`config.mk`:
```
export PLATFORM = sky130hd
export DESIGN_NAME = chunked_seq_adder
export DESIGN_NICKNAME = d
export VERILOG_FILES = /design/src/rtl/chunked_seq_adder.sv
export SDC_FILE = /design/constraint.sdc
export NUM_CORES = 1
export LEC_CHECK = 0
export CAP_MARGIN = 20
export CORE_ASPECT_RATIO = 0.75
export CORE_MARGIN = 8
export CORE_UTILIZATION = 51
export DETAILED_ROUTE_END_ITERATION = 8
export PLACE_DENSITY_LB_ADDON = 0.2
export SYNTH_ARGS = -nofsm -noshare
export SYNTH_HDL_FRONTEND = slang
export SYNTH_SLANG_ARGS = --single-unit
```
`constraint.sdc`:
```
create_clock -name clk -period 4.25 [get_ports clk]
set_input_delay 0.6375 -clock clk [delete_from_list [all_inputs] [get_ports clk]]
set_output_delay 0.6375 -clock clk [all_outputs]
set_load 0.02 [all_outputs]
```
`src/rtl/chunked_seq_adder.sv`:
```
// -----------------------------------------------------------------------------
// chunked_seq_adder
//
// Multi-cycle adder/subtractor. Each operation takes WIDTH/CHUNK cycles: one
// CHUNK-bit slice is added per clock, and the slice carry is registered between
// slices, so the critical path is a single CHUNK-bit adder. Valid/ready
// handshakes on both sides; one operation is in flight at a time.
// WIDTH must be an integer multiple of CHUNK.
//
// Ports:
//   clk        system clock, all state updates on the rising edge
//   rst        synchronous active-high reset
//   in_valid   operands/mode valid
//   in_ready   block can accept an operation (state IDLE)
//   A, B       WIDTH-bit operands
//   Cin        carry-in, add mode only
//   sub        0: A+B+Cin, 1: A-B
//   out_valid  result valid (state DONE)
//   out_ready  consumer accepts the result
//   Sum        WIDTH-bit result, modulo 2^WIDTH
//   Carry      carry-out (add) / not-borrow (sub)
//   Overflow   signed two's-complement overflow
// -----------------------------------------------------------------------------
module chunked_seq_adder #(
   parameter int WIDTH = 64,
   parameter int CHUNK = 16
) (
   input  logic             clk,
   input  logic             rst,
   input  logic             in_valid,
   output logic             in_ready,
   input  logic [WIDTH-1:0] A,
   input  logic [WIDTH-1:0] B,
   input  logic             Cin,
   input  logic             sub,
   output logic             out_valid,
   input  logic             out_ready,
   output logic [WIDTH-1:0] Sum,
   output logic             Carry,
   output logic             Overflow
);

   localparam int NCHUNK = WIDTH / CHUNK;
   localparam int IDX_W  = (NCHUNK > 1) ? $clog2(NCHUNK) : 1;
   localparam logic [IDX_W-1:0] LAST_IDX = IDX_W'(NCHUNK - 1);

   typedef enum logic [1:0] {
      IDLE = 2'd0,
      CALC = 2'd1,
      DONE = 2'd2
   } state_t;

   state_t           state_r;
   state_t           state_nxt_s;
   logic [WIDTH-1:0] a_r;
   logic [WIDTH-1:0] b_r;          // effective B: already inverted for subtraction
   logic             carry_r;      // carry into the slice processed this cycle
   logic [IDX_W-1:0] idx_r;
   logic [CHUNK-1:0] a_slice_s;
   logic [CHUNK-1:0] b_slice_s;
   logic [CHUNK:0]   slice_sum_s;
   logic             last_s;

   // Current slice selection and the single CHUNK-bit adder
   always_comb begin
      a_slice_s   = a_r[idx_r*CHUNK +: CHUNK];
      b_slice_s   = b_r[idx_r*CHUNK +: CHUNK];
      slice_sum_s = {1'b0, a_slice_s} + {1'b0, b_slice_s} + {{CHUNK{1'b0}}, carry_r};
      last_s      = (idx_r == LAST_IDX);
   end

   // State register
   always_ff @(posedge clk) begin
      if (rst) begin
         state_r <= IDLE;
      end else begin
         state_r <= state_nxt_s;
      end
   end

   // Next-state logic
   always_comb begin
      state_nxt_s = state_r;
      case (state_r)
         IDLE: begin
            if (in_valid) begin
               state_nxt_s = CALC;
            end else begin
               state_nxt_s = IDLE;
            end
         end
         CALC: begin
            if (last_s) begin
               state_nxt_s = DONE;
            end else begin
               state_nxt_s = CALC;
            end
         end
         DONE: begin
            if (out_ready) begin
               state_nxt_s = IDLE;
            end else begin
               state_nxt_s = DONE;
            end
         end
         default: begin
            state_nxt_s = IDLE;
         end
      endcase
   end

   // Handshake outputs are pure decodes of the state register
   always_comb begin
      in_ready  = 1'b0;
      out_valid = 1'b0;
      case (state_r)
         IDLE: begin
            in_ready  = 1'b1;
            out_valid = 1'b0;
         end
         DONE: begin
            in_ready  = 1'b0;
            out_valid = 1'b1;
         end
         default: begin
            in_ready  = 1'b0;
            out_valid = 1'b0;
         end
      endcase
   end

   // Operand capture and slice-by-slice accumulation of the result
   always_ff @(posedge clk) begin
      if (rst) begin
         a_r      <= '0;
         b_r      <= '0;
         carry_r  <= 1'b0;
         idx_r    <= '0;
         Sum      <= '0;
         Carry    <= 1'b0;
         Overflow <= 1'b0;
      end else begin
         case (state_r)
            IDLE: begin
               if (in_valid) begin
                  a_r      <= A;
                  // Subtraction is A + ~B + 1; Cin has no effect in this mode.
                  b_r      <= sub ? ~B : B;
                  carry_r  <= sub ? 1'b1 : Cin;
                  idx_r    <= '0;
                  Sum      <= '0;
                  Carry    <= 1'b0;
                  Overflow <= 1'b0;
               end
            end
            CALC: begin
               Sum[idx_r*CHUNK +: CHUNK] <= slice_sum_s[CHUNK-1:0];
               carry_r                   <= slice_sum_s[CHUNK];
               if (last_s) begin
                  // The top slice holds the sign bits of both operands and the result.
                  Carry    <= slice_sum_s[CHUNK];
                  Overflow <= (a_r[WIDTH-1] == b_r[WIDTH-1]) &&
                              (slice_sum_s[CHUNK-1] != a_r[WIDTH-1]);
                  idx_r    <= '0;
               end else begin
                  idx_r    <= idx_r + IDX_W'(1);
               end
            end
            default: begin
               // DONE holds the result stable until the consumer takes it.
            end
         endcase
      end
   end

endmodule

```
==> flow_metrics.py <==
metrics = {
    "synthesis": {
        "yosys.area.top_type": "dfxtp_1",
        "ys_seq_area_share_pct": 43.38,
        "yosysWarnings": 0,
        "synth_most_common_cell": "dfxtp_1",
        "avgSynthCellArea_um2": 9.129,
        "synth_flop_cell": "dfxtp_1",
        "synth_area_leaders": "dfxtp_1 (43%), mux4_2 (7.8%), xnor2_1 (6.7%)",
        "netlist_area_um2": 9184,
        "synth_cells": 1006,
        "synthMuxAreaShare_pct": 8.120,
        "synth-edff-count": 0,
        "synthAdderAreaFrac_pct": 3.025,
        "synth_compound_area_share_pct": 19.13,
        "synth_top_family_by_area": "compound AO/OA/AOI/OAI gates",
        "synthSimpleGateAreaFrac_pct": 14.70,
        "synth_cell_type_count": 62,
        "synth_top_area_share_pct": 43.38,
        "synth_seq_cells": 199,
        "ys_async_sr_fraction_pct": 0,
        "synthXorXnorAreaFrac_pct": 7.166,
        "syn-num-nets": 1161,
        "synth_commonest_cells": "dfxtp_1 (199), nand2_1 (157), nor2_1 (138)",
    },
    "floorplanning": {
        "rows": 42,
        "dieWidth_um": 171.0,
        "io-pin-count": 202,
        "dieHeight_um": 132.2,
        "initial_core_util_pct": 52.01,
        "coreArea_um2": 17660,
        "fp.dieArea_um2": 22600,
    },
    "critical_path": {
        "cp-start-kind": "register",
        "arrival_ns": 3.76,
        "crit_path_end_kind": "register",
        "critical_path_required_ns": 4.54,
        "crit_path_max_fanout": 24,
        "critical_path_class": "reg -> reg",
    },
    "final_layout": {
        "synthToLayoutAreaGrowth_pct": 28.38,
        "post-route-util_pct": 66.77,
        "multi_input_area_um2": 4793,
        "fill_cells": 1473,
        "num_antenna_cells": 0,
        "layout-drive-gt1-share_pct": 8.462,
        "layout.area.seq_um2": 3986,
        "finalInstanceArea_um2": 11790,
        "nets": 1312,
    },
    "clock_network": {
        "numCtsBuffers": 17,
        "cts_hold_buf": 0,
        "cts_tree": "built",
        "cts_resized": 0,
        "cts-root-buf": "clkbuf_16",
        "worstSkewPairLatency_ns": 0.43,
        "cts_buffer_depth": 2,
        "cts.sinks": 199,
        "clk_pin_slew_ns": 0.07,
        "postCtsSetupBuffers": 0,
        "htreeDepth": 4,
    },
    "grt": {
        "grt_overflow": 0,
        "grt_pass1_vias": 7681,
        "antenna_found_initial": 0,
        "grt_usage_pct": 23.86,
        "grt_pass1_wl_um": 42700,
        "grt_max_degree": 97,
    },
    "drt": {
        "wirelength_um": 26920,
        "drt_iter0_drc": 814,
        "drt-vias-per-instance": 5.584,
        "drc_errors": 0,
        "wl_per_cell_um": 19.06,
        "via_count": 7885,
        "ant_nets": 0,
        "drt_first_pass_iters": 5,
    },
    "place": {
        "portBuffers": 201,
        "dpl_cell_area_um2": 11220,
        "hpwl_um": 19640,
        "finalWeightedCongestion": 0.8931,
    },
    "sta": {
        "clock.fmax_ghz": 0.2880,
        "hold_violations": 0,
        "worst_pin_slew_ns": 1.012,
        "fin_crit_sh_pct": 81.69,
        "rsz0062_at_grt": "no",
        "drv_slew": 0,
        "fin_crit_ns": 3.472,
        "setup_viol": 0,
        "final.setup_skew_ns": 0.008609,
        "relSlewSlack_pct": 32.56,
        "fin_tns_setup_ns": 0,
    },
    "power": {
        "ir_drop_v": 0.0002382,
        "p_leak_nw": 4.222,
        "cellPowerDensity_nw_per_um2": 376.9,
    },
    "status": {
        "status": "finished clean",
    },
    "job": {
        "cap_viol_max_count": 0,
    },
    "hold_path": {
        "hold_class": "reg -> reg",
    },
}
## power breakdown
part / total [mW] / leakage [nW] / internal, mW / switching [mW]
sequential: 2.03 / 1.63 / 1.96 / 0.0663
combinational: 0.821 / 2.31 / 0.370 / 0.451
clock: 1.59 / 0.280 / 0.883 / 0.709
## per-stage QoR
stage               worst slack [ns]  hold slack (ns)  total power, mW  instances
global placement              0.9325           0.4395            2.874       1380
detailed placement            0.8945           0.4452            2.882       1380
finish                        0.7783           0.4537            4.444       1412
floorplan                     0.6283           0.4331            2.577       1006
CTS                           0.8423           0.4557            4.444       1412
global route                  0.5997           0.4811            4.607       1412
## final cells by class
cell class	instances	area share, %
multi-input cells	717	40.66
repair buffers	213	17.82
inverters	9	0.2865
flip-flops and latches	199	33.81
clock buffers	20	3.789
well taps	242	2.568
clock inverters	12	1.072
## per-layer routing
metal  vias up  part of all wire (%)  global-route usage (%)
met4         0                   1.2                   5.349
met5         -                     0                       0
met2       295                    42                   33.84
li1       3831                     -                       -
met3        22                   9.0                   6.134
met1      3737                    48                   35.42
## layout by cell type (no fill, tap or decap), types with 4 or more instances in the layout
cell,instances
clkbuf_16,17
buf_4,13
a21o_1,5
clkdlybuf4s50_1,199
nor2_1,138
xnor2_1,70
o21ai_2,5
o21ai_0,7
nor2b_1,4
ha_1,19
mux4_2,32
o21ai_1,11
clkinv_2,5
a211oi_1,69
dfxtp_1,197
nand2_1,156
and3_1,4
nand3_1,7
nor3_1,6
a22oi_1,46
inv_1,9
a21oi_1,82
o21a_1,4
## state kept, by name, indices dropped and copies added (netlist names)
name and flops:
a_r 64, Carry 1, carry_r 1, Overflow 1, b_r 64, Sum 64, state_r 2, idx_r 2
## cell families (layout without fill, tap and decap cells)
kind of cell | count (synthesis) | in the layout
simple gates | 334 | 334
compound gates | 255 | 255
flops | 199 | 199
buf+inv | 90 | 254
xor+xnor | 73 | 73
mux | 34 | 34
fa+ha+maj | 21 | 21
## critical path, stage by stage (launching register included)
cell	delay (ns)
dfxtp_2	0.38
buf_4	0.37
mux4_2	0.62
ha_1	0.40
o21a_1	0.20
o21a_1	0.17
o21ai_2	0.30
o21ai_1	0.18
xnor2_1	0.42
o2bb2a_1	0.23
nor2_1	0.04
## final timing paths
| path | start | end | slack, ns | cells past startpoint |
|---|---|---|---|---|
| setup reg to reg | idx_r[0] | Sum[57] | 0.78 | 10 |
| hold reg to reg | a_r[49] | a_r[49] | 0.45 | 2 |
| hold / removal | a_r[49] | a_r[49] | 0.45 | 2 |
| setup / recovery | idx_r[0] | Sum[57] | 0.78 | 10 |
No activity file was read; power rests on OpenSTA's default activity.
